**src/rtl/rfid_inv_pkg.sv**
```systemverilog
// Shared encodings for the interrogator-side inventory round controller.
// Holds command, up/down and slot-result codes, the controller state enum
// and the upper bound of the quarter-step Q accumulator.
package rfid_inv_pkg;

  localparam logic [1:0] CMD_QUERY       = 2'd0;
  localparam logic [1:0] CMD_QUERYREP    = 2'd1;
  localparam logic [1:0] CMD_QUERYADJUST = 2'd2;

  localparam logic [1:0] UPDN_NONE = 2'b00;
  localparam logic [1:0] UPDN_UP   = 2'b01;
  localparam logic [1:0] UPDN_DOWN = 2'b10;

  localparam logic [1:0] SLOT_EMPTY  = 2'd0;
  localparam logic [1:0] SLOT_SINGLE = 2'd1;
  localparam logic [1:0] SLOT_COLL   = 2'd2;

  // Qfp is Q in quarter units; 60 corresponds to Q=15.
  localparam logic [5:0] QFP_MAX = 6'd60;

  typedef enum logic [2:0] {
    ST_IDLE,
    ST_ISSUE,
    ST_WAIT,
    ST_UPDATE,
    ST_DONE
  } inv_state_e;

endpackage

```
**src/rtl/q_adjust_calc.sv**
```systemverilog
// Purpose: per-slot Q adaptation; new Qfp from the slot outcome, then the next command.
// Latency: purely combinational. Backpressure: none (no handshake).
// Ports: i_qfp/i_q current accumulator and committed Q, i_result slot outcome;
//        o_qfp_nxt updated accumulator, o_cmd_type/o_updn/o_q_nxt next command.
module q_adjust_calc
  import rfid_inv_pkg::*;
#(
  parameter int C_QTR = 1
) (
  input  logic [5:0] i_qfp,
  input  logic [3:0] i_q,
  input  logic [1:0] i_result,
  output logic [5:0] o_qfp_nxt,
  output logic [1:0] o_cmd_type,
  output logic [1:0] o_updn,
  output logic [3:0] o_q_nxt
);

  localparam logic [6:0] C_STEP = 7'(C_QTR);

  logic [6:0] w_sum;
  logic [4:0] w_qr;
  logic [3:0] w_qr_sat;

  assign w_sum = {1'b0, i_qfp} + C_STEP;

  always_comb begin
    o_qfp_nxt = i_qfp;
    case (i_result)
      SLOT_EMPTY:  o_qfp_nxt = ({1'b0, i_qfp} >= C_STEP) ? (i_qfp - C_STEP[5:0]) : 6'd0;
      SLOT_SINGLE: o_qfp_nxt = i_qfp;
      // Collision and the reserved code both push Q upward.
      default:     o_qfp_nxt = (w_sum > {1'b0, QFP_MAX}) ? QFP_MAX : w_sum[5:0];
    endcase
  end

  // Round-half-up of Qfp/4: integer part plus the half-unit bit.
  assign w_qr     = {1'b0, o_qfp_nxt[5:2]} + {4'd0, o_qfp_nxt[1]};
  assign w_qr_sat = (w_qr > 5'd15) ? 4'd15 : w_qr[3:0];

  always_comb begin
    o_cmd_type = CMD_QUERYREP;
    o_updn     = UPDN_NONE;
    o_q_nxt    = i_q;
    if (w_qr_sat > i_q) begin
      o_cmd_type = CMD_QUERYADJUST;
      o_updn     = UPDN_UP;
      o_q_nxt    = i_q + 4'd1;
    end else if (w_qr_sat < i_q) begin
      o_cmd_type = CMD_QUERYADJUST;
      o_updn     = UPDN_DOWN;
      o_q_nxt    = i_q - 4'd1;
    end
  end

endmodule

```
**src/rtl/inventory_q_ctrl.sv**
```systemverilog
// Purpose: reader-side Q-algorithm round controller (Query, then QueryRep/QueryAdjust per slot).
// Latency: command valid 1 cycle after start, 2 cycles after a slot strobe; done 2 cycles after final strobe.
// Backpressure: command held stable until valid&ready; abort drops the pending command.
// Ports: i_start/i_abort/i_q_init round control; o_cmd_* + i_cmd_ready command handshake;
//        i_slot_valid/i_slot_result slot outcome; o_busy/o_round_done/o_timeout/o_*_cnt status.
module inventory_q_ctrl
  import rfid_inv_pkg::*;
#(
  parameter int C_QTR     = 1,
  parameter int MAX_SLOTS = 65535,
  parameter int CNT_W     = 16
) (
  input  logic             clk,
  input  logic             rst,
  input  logic             i_start,
  input  logic             i_abort,
  input  logic [3:0]       i_q_init,
  output logic             o_cmd_valid,
  input  logic             i_cmd_ready,
  output logic [1:0]       o_cmd_type,
  output logic [3:0]       o_cmd_q,
  output logic [1:0]       o_cmd_updn,
  input  logic             i_slot_valid,
  input  logic [1:0]       i_slot_result,
  output logic             o_busy,
  output logic             o_round_done,
  output logic             o_timeout,
  output logic [CNT_W-1:0] o_slot_cnt,
  output logic [CNT_W-1:0] o_tag_cnt
);

  inv_state_e       r_state, w_state_nxt;
  logic [3:0]       r_q;
  logic [5:0]       r_qfp;
  logic [1:0]       r_result;
  logic [1:0]       r_cmd_type, r_cmd_updn;
  logic [3:0]       r_cmd_q;
  logic [CNT_W-1:0] r_slot_cnt, r_tag_cnt;
  logic             r_timeout;

  logic       w_start, w_hs, w_slot, w_upd, w_stage, w_to;
  logic [5:0] w_qfp_nxt;
  logic [1:0] w_type_nxt, w_updn_nxt;
  logic [3:0] w_q_nxt;

  q_adjust_calc #(.C_QTR(C_QTR)) u_calc (
    .i_qfp      (r_qfp),
    .i_q        (r_q),
    .i_result   (r_result),
    .o_qfp_nxt  (w_qfp_nxt),
    .o_cmd_type (w_type_nxt),
    .o_updn     (w_updn_nxt),
    .o_q_nxt    (w_q_nxt)
  );

  always_ff @(posedge clk) begin
    if (rst) r_state <= ST_IDLE;
    else     r_state <= w_state_nxt;
  end

  always_comb begin
    w_state_nxt  = r_state;
    o_cmd_valid  = 1'b0;
    o_busy       = 1'b1;
    o_round_done = 1'b0;
    w_start      = 1'b0;
    w_hs         = 1'b0;
    w_slot       = 1'b0;
    w_upd        = 1'b0;
    w_stage      = 1'b0;
    w_to         = 1'b0;
    case (r_state)
      ST_IDLE: begin
        o_busy = 1'b0;
        if (i_start) begin
          w_start     = 1'b1;
          w_state_nxt = ST_ISSUE;
        end
      end
      ST_ISSUE: begin
        o_cmd_valid = 1'b1;
        if (i_cmd_ready) begin
          w_hs        = 1'b1;
          w_state_nxt = ST_WAIT;
        end
      end
      ST_WAIT: begin
        if (i_slot_valid) begin
          w_slot      = 1'b1;
          w_state_nxt = ST_UPDATE;
        end
      end
      ST_UPDATE: begin
        w_upd = 1'b1;
        // Round termination is decided before any next command is staged.
        if (r_result == SLOT_EMPTY && r_q == 4'd0) begin
          w_state_nxt = ST_DONE;
        end else if (r_slot_cnt == CNT_W'(MAX_SLOTS)) begin
          w_to        = 1'b1;
          w_state_nxt = ST_DONE;
        end else begin
          w_stage     = 1'b1;
          w_state_nxt = ST_ISSUE;
        end
      end
      ST_DONE: begin
        o_round_done = 1'b1;
        w_state_nxt  = ST_IDLE;
      end
      default: w_state_nxt = ST_IDLE;
    endcase
    // Abort wins over any same-cycle handshake, strobe or update.
    if (i_abort && r_state != ST_IDLE) begin
      w_state_nxt = ST_IDLE;
      w_hs        = 1'b0;
      w_slot      = 1'b0;
      w_upd       = 1'b0;
      w_stage     = 1'b0;
      w_to        = 1'b0;
    end
  end

  always_ff @(posedge clk) begin
    if (rst) begin
      r_q        <= '0;
      r_qfp      <= '0;
      r_result   <= '0;
      r_cmd_type <= '0;
      r_cmd_q    <= '0;
      r_cmd_updn <= '0;
      r_slot_cnt <= '0;
      r_tag_cnt  <= '0;
      r_timeout  <= 1'b0;
    end else begin
      if (w_start) begin
        r_q        <= i_q_init;
        r_qfp      <= {i_q_init, 2'b00};
        r_cmd_type <= CMD_QUERY;
        r_cmd_q    <= i_q_init;
        r_cmd_updn <= UPDN_NONE;
        r_slot_cnt <= '0;
        r_tag_cnt  <= '0;
        r_timeout  <= 1'b0;
      end
      // Q only changes once the encoder has actually taken the adjust.
      if (w_hs && r_cmd_type == CMD_QUERYADJUST) r_q <= r_cmd_q;
      if (w_slot) begin
        r_result   <= i_slot_result;
        r_slot_cnt <= r_slot_cnt + CNT_W'(1);
        if (i_slot_result == SLOT_SINGLE && r_tag_cnt != '1)
          r_tag_cnt <= r_tag_cnt + CNT_W'(1);
      end
      if (w_upd) r_qfp <= w_qfp_nxt;
      if (w_stage) begin
        r_cmd_type <= w_type_nxt;
        r_cmd_q    <= w_q_nxt;
        r_cmd_updn <= w_updn_nxt;
      end
      if (w_to) r_timeout <= 1'b1;
    end
  end

  assign o_cmd_type = r_cmd_type;
  assign o_cmd_q    = r_cmd_q;
  assign o_cmd_updn = r_cmd_updn;
  assign o_timeout  = r_timeout;
  assign o_slot_cnt = r_slot_cnt;
  assign o_tag_cnt  = r_tag_cnt;

endmodule

```
**config.mk**
```make
export PLATFORM = sky130hd
export DESIGN_NAME = inventory_q_ctrl
export DESIGN_NICKNAME = d
export VERILOG_FILES = /design/src/rtl/rfid_inv_pkg.sv /design/src/rtl/q_adjust_calc.sv /design/src/rtl/inventory_q_ctrl.sv
export SDC_FILE = /design/constraint.sdc
export NUM_CORES = 1
export LEC_CHECK = 0
export ABC_AREA = 1
export CAP_MARGIN = 20
export CORE_MARGIN = 4
export CORE_UTILIZATION = 61
export CTS_BUF_LIST = sky130_fd_sc_hd__clkbuf_4 sky130_fd_sc_hd__clkbuf_8
export DETAILED_ROUTE_END_ITERATION = 10
export GPL_TIMING_DRIVEN = 0
export PLACE_DENSITY = 0.86
export RECOVER_POWER = 50
export SKIP_LAST_GASP = 1
export SYNTH_ARGS = -nofsm -noshare
export SYNTH_HDL_FRONTEND = slang
export SYNTH_HIERARCHICAL = 1
export SYNTH_SLANG_ARGS = --single-unit
```
**constraint.sdc**
```tcl
create_clock -name clk -period 5.8 [get_ports clk]
set_input_delay 1.74 -clock clk [delete_from_list [all_inputs] [get_ports clk]]
set_output_delay 1.74 -clock clk [all_outputs]
set_load 0.02 [all_outputs]
```
# After elaboration in Yosys (flattened, before gate mapping)
# Index checks and enable logic that the tools add are counted.
classes:
  n_addsub: 7
  magnitude_cmp: 5
  n_eq_ne: 13
  mux: 52
  reduce_logical: 16
ops:
  columns: ["operator", "count"]
  rows:
  - ["two-way mux 16 bit", 5]
  - ["adder 16 x 1 -> 16 bit (second input constant)", 2]
  - ["two-way mux 4 bit", 6]
  - ["two-way mux 6 bit", 4]
  - ["two-way mux 1 bit", 23]
  - ["equality test 16 bit (second input constant)", 1]
  - ["!= test 16 bit (second input constant)", 1]
  - ["two-way mux 3 bit", 5]
  - ["two-way mux 2 bit", 7]
  - ["one-hot mux 3 bit (4 select lines)", 1]
  - ["one-hot mux 6 bit (2 select lines)", 1]
  - ["nonzero test 2 bit", 5]
  - ["!= test 2 bit (second input constant)", 4]
  - ["adder 6 x 1 -> 7 bit (second input constant)", 1]
  - ["> comparator 7 x 6 -> 1 bit (second input constant)", 1]
  - ["equality test 3 x 2 -> 1 bit (second input constant)", 2]
  - ["greater-or-equal comparator 6 x 1 -> 1 bit (second input constant)", 1]
  - ["subtractor 6 x 1 -> 6 bit (second input constant)", 1]
  - ["adder 4 x 1 -> 5 bit", 1]
  - ["> comparator 5 x 4 -> 1 bit (second input constant)", 1]
  - ["adder 4 x 1 -> 4 bit (second input constant)", 1]
  - ["equality test 2 x 1 -> 1 bit (second input constant)", 2]
  - ["> comparator 4 bit", 1]
  - ["logical AND 1 bit", 4]
  - ["12 further kinds", 12]
word_totals:
  ff_bits: 56
  in_bits: 12
  out_inout_bits: 44

# Logic depth before layout (Yosys ltp)
# Gate-level depths: netlist of the first run.
logic_depth:
  ltp_word: 11
  ltp_mapped: 29
  ltp_nobuf: 29

# Modules after synthesis
# The synthesis of the first run kept the hierarchy.
by_module_without_submodules:
  columns: ["mod", "n_inst", "cells_each", "area_per_inst_um2"]
  rows:
  - ["inventory_q_ctrl", 1, 489, 3160.5]
  - ["q_adjust_calc", 1, 134, 760.7]

# Worst setup path before layout of the first run
# No wires, ideal clock.
synth_path:
  path_kind: "register to register"
  start: "register r_qfp[0]"
  end: "register r_cmd_q[3] (netlist: o_cmd_q[3])"
  setup_ns: 0.113
  arrival_time_ns: 3.401
  setup_slack_ns: 2.286
  path_stages_with_launch: 28
  n_path_buf: 0
  period_less_slack_ns: 3.514
  path_cell_list: "dfxtp_1 -> ha_1 -> nor2_1 -> nor2_2 -> nand3_2 -> nor2_2 -> nand3_2 -> nand2_1 -> nor2_1 -> nand2_1 -> o221ai_1 -> ha_1 -> ha_1 -> nand3_1 -> inv_1 -> a21o_1 -> ha_1 -> inv_1 -> nor2_1 -> o21ai_1 -> nand3_1 -> inv_1 -> nor2_2 -> nand2_1 -> o41ai_1 -> xor2_1 -> nor2_1 -> nor2_1"
synth_via:
  elab_chain_cells: 11
synth_rtl:
  columns: ["element", "line_no", "text"]
  rows:
  - ["start: declaration", "inventory_q_ctrl.sv:34", "logic [5:0] r_qfp;"]
  - ["start signal: assignment", "inventory_q_ctrl.sv:137", "r_qfp <= {i_q_init, 2'b00};"]
  - ["start signal: assignment", "inventory_q_ctrl.sv:153", "if (w_upd) r_qfp <= w_qfp_nxt;"]
  - ["adder 6 x 1 -> 7 bit", "q_adjust_calc.sv:25", "assign w_sum = {1'b0, i_qfp} + C_STEP;"]
  - ["> comparator 7 x 6 -> 1 bit", "q_adjust_calc.sv:33", "default: o_qfp_nxt = (w_sum > {1'b0, QFP_MAX}) ? QFP_MAX : w_sum[5:0];"]
  - ["two-way mux 6 bit", "q_adjust_calc.sv:33", null]
  - ["one-hot mux 6 bit (2 select lines) *", "q_adjust_calc.sv:29", "case (i_result)"]
  - ["net w_qfp_nxt[1]", "inventory_q_ctrl.sv:42", "logic [5:0] w_qfp_nxt;"]
  - ["adder 4 x 1 -> 5 bit *", "q_adjust_calc.sv:38", "assign w_qr = {1'b0, o_qfp_nxt[5:2]} + {4'd0, o_qfp_nxt[1]};"]
  - ["> comparator 5 x 4 -> 1 bit", "q_adjust_calc.sv:39", "assign w_qr_sat = (w_qr > 5'd15) ? 4'd15 : w_qr[3:0];"]
  - ["two-way mux 4 bit *", "q_adjust_calc.sv:39", null]
  - ["< comparator 4 bit", "q_adjust_calc.sv:49", "end else if (w_qr_sat < i_q) begin"]
  - ["two-way mux 4 bit", "q_adjust_calc.sv:49", null]
  - ["two-way mux 4 bit *", "q_adjust_calc.sv:45", "if (w_qr_sat > i_q) begin"]
  - ["net w_q_nxt[3]", "inventory_q_ctrl.sv:44", "logic [3:0] w_q_nxt;"]
  - ["two-way mux 4 bit *", "inventory_q_ctrl.sv:154", "if (w_stage) begin"]
  - ["end signal: assignment", "inventory_q_ctrl.sv:139", "r_cmd_q <= i_q_init;"]
  - ["end signal: assignment", "inventory_q_ctrl.sv:156", "r_cmd_q <= w_q_nxt;"]
  - ["end: declaration", "inventory_q_ctrl.sv:37", "logic [3:0] r_cmd_q;"]
# Mark *: on every way through the listed nets, which the timed path passes. The rest lies on a longest branch.
# A chain may end at the register's enable or synchronous reset.

# Final worst setup path of the first run
# Same ends and word-level chain as after synthesis.

==> flow_summary.json, run 1 <==
{
  "gp_routability_congestion": 0.951,
  "crit_buf_inv": 2,
  "cts_hold_buf": 0,
  "cp.required_ns": 6.02,
  "cts_htree_levels": 2,
  "yosys.area_share.adder": 0.0415,
  "syn_inst": 623,
  "synth_most_common_cell": "nand2_1",
  "grt_usage": 0.283,
  "vias": 4226,
  "fmax_mhz": 238,
  "syn_area_per_cell_um2": 6.29,
  "area_growth_pct": 15.9,
  "core_area_um2": 6060,
  "yosys.area_share.simple": 0.429,
  "netlist_area_um2": 3920,
  "post-cts-setup-buffers": 0,
  "clk_path_buf_depth": 2,
  "grt_pass1_vias": 3992,
  "grt_max_degree": 18,
  "critPathLaunchType": "flop",
  "io_buffers": 55,
  "powerDensity_nw_per_um2": 284,
  "numCtsBuffers": 5,
  "vias_per_cell": 5.55,
  "ys_seq_area_frac": 0.286,
  "synth-compound-area-share": 0.118,
  "hold_viol_final": 0,
  "wire_per_inst_um": 14.0,
  "grt_pass1_wl_mm": 17.8,
  "timing.final.setup_violations": 0,
  "synth.area.mux_share": 0,
  "clock_skew_ns": 0.00785,
  "worstPathArrival_ns": 4.43,
  "dp_hpwl_mm": 8.05,
  "wirelength_mm": 10.7,
  "ys_top_cells_by_area": "dfxtp_1 29%, nand2_1 17%, nor2_1 8.6%",
  "fin_ws_ns": 1.59,
  "relSlewSlack": 0.361,
  "drive_gt1_frac": 0.0685,
  "cts_tree": "yes",
  "hold_class": "flop to flop",
  "grt-ovfl-total": 0,
  "antennaDiodeCount": 0,
  "place_ws_ns": 1.70,
  "clk_pin_slew_ns": 0.11,
  "initial_core_util": 0.647,
  "ys_async_sr_fraction": 0,
  "synth-xor-area-share": 0.00670,
  "worstPathMaxFanout": 9,
  "worst_slew_pin_slew_ns": 0.949,
  "yosysWarnings": 6,
  "worstSetupPathType": "flop to flop",
  "rows": 28,
  "p_leak_nw": 1.93,
  "drtPass1Iterations": 7,
  "die_h_um": 88.2,
  "synth_seq_cells": 56,
  "ys_types": 42,
  "synth_top_family_by_area": "simple AND/OR/NAND/NOR gates",
  "slowest_delay_ns": 0.54,
  "ys_top_cells_by_count": "175 x nand2_1, 90 x nor2_1, 76 x inv_1",
  "crit_path_top_delay_cell": "dfxtp_1",
  "drv_cap": 0,
  "io_pins": 56,
  "synth_edf_count": 0,
  "min_period_ns": 4.21,
  "crit_path_end_kind": "flop",
  "cts_resized": 0,
  "clock_latency_ns": 0.32,
  "nets": 710,
  "power.total_mw": 1.29,
  "status": "complete, no violations",
  "root_buffer": "clkbuf_8",
  "antenna_found_initial": 0,
  "synth_nets": 648,
  "drc": 0,
  "cts_sinks": 56,
  "rsz0062_at_grt": "false",
  "yosysTopAreaCell": "dfxtp_1",
  "synth_ff_type": "dfxtp_1",
  "timing.setup.tns_ns": 0,
  "crit_family": "simple AND/OR/NAND/NOR gates",
  "drv_slew": 0,
  "drtAntennaViolNets": 0,
  "crit_top_cell": "nor2_1",
  "dieArea_um2": 7770,
  "fill_cells": 555,
  "die_w_um": 88.2,
  "fin_crit_sh": 0.725,
  "peakVddDrop_mv": 0.212,
  "yosysTopAreaCellShare": 0.286,
  "drt_iter0_drc": 278
}
## state kept, by name, summed over array words and instances (netlist names)
name and count:
o_tag_cnt 16, r_q 4, o_timeout 1, o_cmd_q 4, r_result 2, r_qfp 6
o_cmd_updn 2, r_state 3, o_slot_cnt 16, o_cmd_type 2
## worst min-delay path, delay by kind of cell (launching register included)
| family | cells | cell delay, ns |
|---|---|---|
| flip-flops | 1 | 0.33 |
| AND/OR/NAND/NOR | 1 | 0.08 |
| AO/OA/AOI/OAI | 1 | 0.05 |
## area by class of cell
class                   instances  area [µm²]  share of cell area
plain buffers                  15        82.6              0.0182
clock buffers                   5        68.8              0.0151
clock inverters                 3        18.8             0.00413
inverters                      86         324              0.0713
multi-input cells             466        2280               0.503
flip-flops and latches         56        1120               0.247
well taps                      75        93.8              0.0206
repair buffers                 55         551               0.121
## stage by stage
step	hold slack, ns	utilization	std cells	area (µm²)
floorplan	0.489	-	623	3920
global placement	0.469	0.753	753	4570
detailed placement	0.482	0.753	753	4570
CTS	0.498	0.768	761	4650
global route	0.525	0.750	761	4540
finish	0.496	0.750	761	4540
## report_power, final
group | total, mW | internal (mW) | switching (mW)
clock | 0.222 | 0.0848 | 0.137
sequential | 0.441 | 0.408 | 0.0329
combinational | 0.627 | 0.219 | 0.408
total | 1.29 | 0.711 | 0.578
## cells in the final DEF, fill, tap and decap left out, types with 2 or more instances in the layout
| master | count |
|---|---|
| a22oi_1 | 3 |
| clkbuf_8 | 5 |
| nor2_1 | 92 |
| nand2_2 | 2 |
| a21oi_1 | 41 |
| o21ai_1 | 3 |
| inv_1 | 77 |
| clkdlybuf4s50_1 | 46 |
| o211ai_1 | 5 |
| clkbuf_1 | 11 |
| nor2_4 | 4 |
| o221ai_1 | 2 |
| nand4_1 | 12 |
| a211oi_1 | 3 |
| nand3_1 | 57 |
| buf_6 | 3 |
| inv_2 | 8 |
| dlygate4sd3_1 | 9 |
| o21ai_0 | 11 |
| clkinv_2 | 2 |
| nor3_1 | 9 |
| nor2_2 | 7 |
| nor3_2 | 3 |
| dfxtp_1 | 56 |
| ha_1 | 13 |
| nand3_2 | 5 |
| xor2_1 | 3 |
| nand2_1 | 178 |
## metal layers
layer	vias up	global-route usage	share of wire
met5	-	0	0
met4	0	0.0948	0.013
met3	14	0.0405	0.058
met2	155	0.478	0.48
met1	1941	0.371	0.45
li1	2116	-	-
## path summary, 6_finish.rpt
check                                           startpoint  slack, ns                          to  cells after the start
worst max-delay path                 r_qfp[0]$_SDFFE_PP0P_       1.59     o_cmd_q[3]$_SDFFE_PP0P_                     27
worst min-delay path            o_cmd_updn[0]$_SDFFE_PP0P_       0.50  o_cmd_updn[0]$_SDFFE_PP0P_                      2
worst max register to register       r_qfp[0]$_SDFFE_PP0P_       1.59     o_cmd_q[3]$_SDFFE_PP0P_                     27
worst min register to register  o_cmd_updn[0]$_SDFFE_PP0P_       0.50  o_cmd_updn[0]$_SDFFE_PP0P_                      2
## kinds of logic (layout without fill, tap and decap cells)
logic type	after synthesis	after routing
AOI/OAI and AO/OA	77	77
and+or+nand+nor	373	373
buffers and inverters	101	164
DFF	56	56
adders and majority gates	13	13
xor gates and xnor gates	3	3
Power figures use the tool's default switching activity.
==> run 2: changes to the inputs <==
--- a/config.mk
+++ b/config.mk
@@ -8,11 +8,11 @@
 export ABC_AREA = 1
 export CAP_MARGIN = 20
 export CORE_MARGIN = 4
-export CORE_UTILIZATION = 61
+export CORE_UTILIZATION = 51
 export CTS_BUF_LIST = sky130_fd_sc_hd__clkbuf_4 sky130_fd_sc_hd__clkbuf_8
 export DETAILED_ROUTE_END_ITERATION = 10
 export GPL_TIMING_DRIVEN = 0
-export PLACE_DENSITY = 0.86
+export PLACE_DENSITY = 0.76
 export RECOVER_POWER = 50
 export SKIP_LAST_GASP = 1
 export SYNTH_ARGS = -nofsm -noshare
==> constraint.sdc (replaced) <==
create_clock -name clk -period 3.41 [get_ports clk]
set_input_delay 1.023 -clock clk [delete_from_list [all_inputs] [get_ports clk]]
set_output_delay 1.023 -clock clk [all_outputs]
set_load 0.02 [all_outputs]
==> run 2 against run 1 <==
The run now ends with negative setup slack left. Flip-flop and latch count unchanged. Clock power rose by 78%. Maximum frequency is 22% higher. Sequential power grew 70%. Critical path depth up 1. Count of clock-buffer cells in the layout increased by 1.
==> flow_summary.json, run 2 (synthesized netlist as in run 1, its figures left out) <==
{
  "status": "finished with violations",
  "failed_checks": "negative setup slack",
  "grt-ovfl-total": 0,
  "cts_htree_levels": 2,
  "rsz0062_at_grt": "true",
  "drv_slew": 0,
  "drc": 0,
  "nets": 725,
  "die_h_um": 95.7,
  "dp_hpwl_mm": 8.06,
  "grt_pass1_wl_mm": 18.3,
  "cts_sinks": 56,
  "wirelength_mm": 11.0,
  "fin_area_um2": 4880,
  "drt_iter0_drc": 211,
  "vias": 4299,
  "clock_skew_ns": 0.0101,
  "clk_pin_slew_ns": 0.10,
  "dieArea_um2": 9160,
  "die_w_um": 95.7,
  "dpl-instance-area_um2": 4600,
  "grt_pass1_vias": 3973,
  "antenna_found_initial": 0,
  "worst_slew_pin_slew_ns": 0.877,
  "worstPathArrival_ns": 3.72,
  "initial_core_util": 0.532,
  "hold_viol_final": 0,
  "core_area_um2": 7370,
  "drv_cap": 0,
  "r2r-end": "o_cmd_q[3]$_SDFFE_PP0P_",
  "cts_tree": "yes",
  "cts_hold_buf": 0,
  "powerDensity_nw_per_um2": 527,
  "hold_start": "o_cmd_updn[0]$_SDFFE_PP0P_",
  "crit_path_top_delay_cell": "dfxtp_4",
  "crit_path_end_kind": "flop",
  "ff2ff_setup_slack_ns": -0.05,
  "rows": 31,
  "final_common_cell": "nand2_1",
  "hold_class": "flop to flop",
  "drive_gt1_frac": 0.134,
  "hold_end": "o_cmd_updn[0]$_SDFFE_PP0P_",
  "wire_per_inst_um": 13.8,
  "peakVddDrop_mv": 0.240,
  "min_period_ns": 3.46,
  "reg2reg_from": "r_qfp[1]$_SDFFE_PP0P_",
  "io_pins": 56,
  "numCtsBuffers": 5,
  "p_leak_nw": 2.01,
  "grt_usage": 0.251,
  "fin_crit_sh": 1.01,
  "crit_top_cell": "nand3_2",
  "io_buffers": 55,
  "vias_per_cell": 5.37,
  "root_buffer": "clkbuf_8",
  "worstSetupPathType": "flop to flop",
  "antennaDiodeCount": 0,
  "whs_path_depth": 2,
  "timing.final.setup_violations": 1,
  "critPathLaunchType": "flop",
  "ff2ff_path_depth": 28,
  "slowest_delay_ns": 0.38,
  "final_cell_mix": "175 x nand2_1, 89 x nor2_1, 73 x inv_1",
  "area_growth_pct": 24.3,
  "fin_ws_ns": -0.0506,
  "grt_max_degree": 18,
  "fin_util": 0.662,
  "cp.required_ns": 3.67,
  "fmax_mhz": 289,
  "relSlewSlack": 0.410,
  "clock_latency_ns": 0.31,
  "drtAntennaViolNets": 0,
  "gp_routability_congestion": 0.898,
  "drtPass1Iterations": 5,
  "worstPathMaxFanout": 5,
  "clk_path_buf_depth": 2
}
run 2: routing by layer:
layer | share of wire | routed length, µm | vias up | track usage
met4 | 0.012 | 137 | 0 | 0.0687
li1 | - | - | 2156 | -
met1 | 0.44 | 4820 | 1975 | 0.319
met3 | 0.059 | 653 | 16 | 0.0395
met5 | 0 | 0 | - | 0
met2 | 0.49 | 5410 | 152 | 0.437
run 2: repair_timing:
action,4_1_cts,5_1_grt
resized for setup,23,18
pin swaps,8,18
buffers inserted,11,4
endpoints found under the setup margin,8,8
run 2: power by group:
part           internal (mW)  leakage, nW  switching (mW)
sequential             0.695        0.456          0.0564
combinational          0.585         1.51           0.838
clock                  0.165       0.0434           0.229
total                   1.44         2.01            1.12
run 2: cell type report:
| class | instances | area, µm² |
|---|---|---|
| Buffer | 15 | 78.8 |
| Timing Repair Buffer | 70 | 683 |
| Clock inverter | 2 | 15.0 |
| Clock buffer | 6 | 82.6 |
| Multi-Input combinational cell | 466 | 2430 |
| Fill cell | 686 | 2490 |
| Tap cell | 99 | 124 |
| Inverter | 86 | 327 |
| Sequential cell | 56 | 1130 |
run 2: worst max-delay path: cells and delay by family, from the launching register on:
| family | cells | cell delay, ns |
|---|---|---|
| compound gates | 4 | 0.45 |
| xor+xnor | 1 | 0.18 |
| fa+ha+maj | 4 | 0.83 |
| buf+inv | 4 | 0.20 |
| flops | 1 | 0.38 |
| simple gates | 15 | 1.36 |
run 2: through the flow:
step	power, mW	instances	setup TNS (ns)	hold WS [ns]	setup slack [ns]
after floorplan	1.59	623	0	0.489	0.0265
after global placement	1.84	777	-1.98	0.468	-0.426
after detailed placement	1.87	777	-3.11	0.472	-0.562
after CTS	2.47	796	0	0.487	0.0202
after global routing	2.74	800	-1.11	0.514	-0.289
final	2.57	800	-0.0506	0.482	-0.0506
run 2: worst max path at each step:
stage,to,depth (start not counted),slack [ns],start
floorplan,o_cmd_q[3]$_SDFFE_PP0P_,27,0.03,r_qfp[1]$_SDFFE_PP0P_
global placement,o_cmd_q[3]$_SDFFE_PP0P_,27,-0.43,r_qfp[1]$_SDFFE_PP0P_
detailed placement,o_cmd_q[3]$_SDFFE_PP0P_,27,-0.56,r_qfp[1]$_SDFFE_PP0P_
CTS,o_cmd_q[3]$_SDFFE_PP0P_,28,0.02,r_qfp[1]$_SDFFE_PP0P_
global route,o_cmd_q[3]$_SDFFE_PP0P_,29,-0.29,r_qfp[1]$_SDFFE_PP0P_
finish,o_cmd_q[3]$_SDFFE_PP0P_,28,-0.05,r_qfp[1]$_SDFFE_PP0P_
==> run 3: changes to the inputs <==
--- a/config.mk
+++ b/config.mk
@@ -8,14 +8,13 @@
 export ABC_AREA = 1
 export CAP_MARGIN = 20
 export CORE_MARGIN = 4
-export CORE_UTILIZATION = 51
+export CORE_UTILIZATION = 60
 export CTS_BUF_LIST = sky130_fd_sc_hd__clkbuf_4 sky130_fd_sc_hd__clkbuf_8
 export DETAILED_ROUTE_END_ITERATION = 10
 export GPL_TIMING_DRIVEN = 0
-export PLACE_DENSITY = 0.76
+export PLACE_DENSITY = 0.86
 export RECOVER_POWER = 50
 export SKIP_LAST_GASP = 1
 export SYNTH_ARGS = -nofsm -noshare
 export SYNTH_HDL_FRONTEND = slang
-export SYNTH_HIERARCHICAL = 1
 export SYNTH_SLANG_ARGS = --single-unit
==> constraint.sdc (replaced) <==
create_clock -name clk -period 4.5 [get_ports clk]
set_input_delay 1.35 -clock clk [delete_from_list [all_inputs] [get_ports clk]]
set_output_delay 1.35 -clock clk [all_outputs]
set_load 0.02 [all_outputs]
==> run 3 against run 2 <==
The run now ends clean. Flip-flop and latch count unchanged. Routed wire length down 8.5%. Sequential power down 28%. Via count down 6.9%. Global-route usage up 3.4 points. Critical path depth down 2. Cell count down 15%. Cell area down 12%. Sequential share of layout area up 3.0 points. Die area down 21%. Critical path type unchanged. Critical endpoint is now o_cmd_q[1]$_SDFFE_PP0P_.
==> flow_summary.json, run 3 <==
{
  "drt_iter0_drc": 368,
  "nets": 633,
  "ys_seq_area_frac": 0.316,
  "netlist_area_um2": 3550,
  "critPathLaunchType": "flop",
  "yosysTopAreaCell": "dfxtp_1",
  "grt-ovfl-total": 0,
  "p_leak_nw": 1.75,
  "final_common_cell": "nand2_1",
  "die_h_um": 84.9,
  "initial_core_util": 0.632,
  "peakVddDrop_mv": 0.273,
  "crit_top_cell": "nand2_1",
  "dp_hpwl_mm": 7.61,
  "hold_viol_final": 0,
  "syn_area_per_cell_um2": 6.51,
  "p_switching_mw": 0.578,
  "startpoint": "r_qfp[1]$_SDFFE_PP0P_",
  "powerDensity_nw_per_um2": 342,
  "area_growth_pct": 20.7,
  "grt_usage": 0.285,
  "antenna_found_initial": 0,
  "ys_async_sr_fraction": 0,
  "synth_ff_type": "dfxtp_1",
  "hold_start": "o_cmd_updn[0]$_SDFFE_PP0P_",
  "worstPathMaxFanout": 6,
  "combPwrFrac": 0.395,
  "reg2reg_from": "r_qfp[1]$_SDFFE_PP0P_",
  "drc": 0,
  "drv_cap": 0,
  "antennaDiodeCount": 0,
  "cp.required_ns": 4.72,
  "slowest_delay_ns": 0.43,
  "relSlewSlack": 0.453,
  "grt_pass1_wl_mm": 17.1,
  "fill_cells": 479,
  "cts_htree_levels": 2,
  "hold_class": "flop to flop",
  "ys_top_cells_by_area": "dfxtp_1 32%, nand2_1 13%, nand3_1 7.1%",
  "grt_max_degree": 17,
  "synth_nets": 571,
  "clock_latency_ns": 0.32,
  "place_ws_ns": 0.469,
  "min_period_ns": 4.02,
  "cts_sinks": 56,
  "root_buffer": "clkbuf_8",
  "rows": 27,
  "gp_routability_congestion": 0.932,
  "yosysWarnings": 0,
  "worst_slew_pin_slew_ns": 0.814,
  "timing.final.setup_violations": 0,
  "wire_per_inst_um": 14.8,
  "whs_ns": 0.469,
  "drtPass1Iterations": 6,
  "final_cell_mix": "126 x nand2_1, 64 x inv_1, 55 x dfxtp_1",
  "drive_gt1_frac": 0.0493,
  "yosysTopAreaCellShare": 0.316,
  "power_switching_share": 0.395,
  "dieArea_um2": 7200,
  "numCtsBuffers": 5,
  "synth_edf_count": 0,
  "wirelength_mm": 10.1,
  "crit_path_top_delay_cell": "dfxtp_1",
  "pwr-share-clk": 0.234,
  "cts_tree": "yes",
  "vias": 4002,
  "power.total_mw": 1.46,
  "drtAntennaViolNets": 0,
  "vias_per_cell": 5.89,
  "worstSetupPathType": "flop to flop",
  "clk_pin_slew_ns": 0.10,
  "rsz0062_at_grt": "false",
  "fmax_mhz": 249,
  "synth_most_common_cell": "nand2_1",
  "p_int_mw": 0.886,
  "fin_crit_sh": 0.893,
  "core_area_um2": 5610,
  "clk_path_buf_depth": 2,
  "clock_skew_ns": 0.0133,
  "die_w_um": 84.9,
  "ys_top_cells_by_count": "126 x nand2_1, 64 x inv_1, 56 x dfxtp_1",
  "status": "complete, no violations",
  "timing.setup.tns_ns": 0,
  "io_buffers": 55,
  "grt_pass1_vias": 3695,
  "crit_path_end_kind": "flop",
  "worstPathArrival_ns": 4.24,
  "cts_hold_buf": 0,
  "syn_inst": 545,
  "io_pins": 56,
  "seqPwrFrac": 0.371,
  "fin_ws_ns": 0.482,
  "drv_slew": 0,
  "ys_types": 39,
  "synth_seq_cells": 56
}
[run 3: what timing repair did]
item | 4_1_cts | 5_1_grt
endpoints found under the hold margin | 0 | 0
setup endpoints to repair | 0 | 2
buffers inserted | 0 | 0
resized for setup | 0 | 3
[run 3: path summary, 6_finish.rpt]
kind	depth (start not counted)	endpoint	slack (ns)
setup / recovery	26	o_cmd_q[1]$_SDFFE_PP0P_	0.48
hold reg to reg	2	o_cmd_updn[0]$_SDFFE_PP0P_	0.47
setup reg to reg	26	o_cmd_q[1]$_SDFFE_PP0P_	0.48
hold / removal	2	o_cmd_updn[0]$_SDFFE_PP0P_	0.47
[run 3: metrics by stage]
step | std cells | utilization | cell area (µm²)
6_report | 680 | 0.763 | 4280
5_1_grt | 680 | 0.763 | 4280
4_1_cts | 680 | 0.766 | 4300
3_5_place_dp | 672 | 0.747 | 4190
3_3_place_gp | 672 | 0.747 | 4190
2_1_floorplan | 545 | - | 3550
[run 3: worst max-delay path, delay by kind of cell, from the launching register on]
family / cells / cell delay, ns
fa+ha+maj: 4 / 0.96
compound gates: 3 / 0.48
simple gates: 17 / 1.91
flops: 1 / 0.43
buf+inv: 2 / 0.14
[run 3: area by class of cell]
class                           instances  area (µm²)  share of cell area
Multi-Input combinational cell        405        2080               0.485
Inverter                               68         255              0.0596
Sequential cell                        56        1120               0.262
Timing Repair Buffer                   55         551               0.129
Buffer                                 16        75.1              0.0175
Clock buffer                            6        76.3              0.0178
Clock inverter                          2        35.0             0.00818
Tap cell                               72        90.1              0.0210
[run 3: cells by family (layout without fill, tap and decap cells)]
kind of cell,Yosys count,count (layout),synth area share
AOI/OAI and AO/OA,113,113,0.178
xor gates and xnor gates,5,5,0.0123
adders and majority gates,14,14,0.0494
buffers and inverters,84,147,0.0949
DFF,56,56,0.316
and+or+nand+nor,273,273,0.349
[run 3: power groups by stage]
stage / registers, mW / clock network (mW) / logic [mW]
after global placement: 0.553 / 0 / 0.558
after global routing: 0.546 / 0.357 / 0.654
final: 0.543 / 0.343 / 0.578
after detailed placement: 0.554 / 0 / 0.573
after CTS: 0.543 / 0.341 / 0.577
after floorplan: 0.556 / 0 / 0.417
[run 3: metal layers]
layer | wire length (µm) | vias up | GRT usage | share of wire
li1 | - | 1942 | - | -
met1 | 4400 | 1841 | 0.382 | 0.44
met2 | 4730 | 196 | 0.473 | 0.47
met3 | 768 | 23 | 0.0544 | 0.076
met4 | 174 | 0 | 0.0719 | 0.017
met5 | 0 | - | 0 | 0
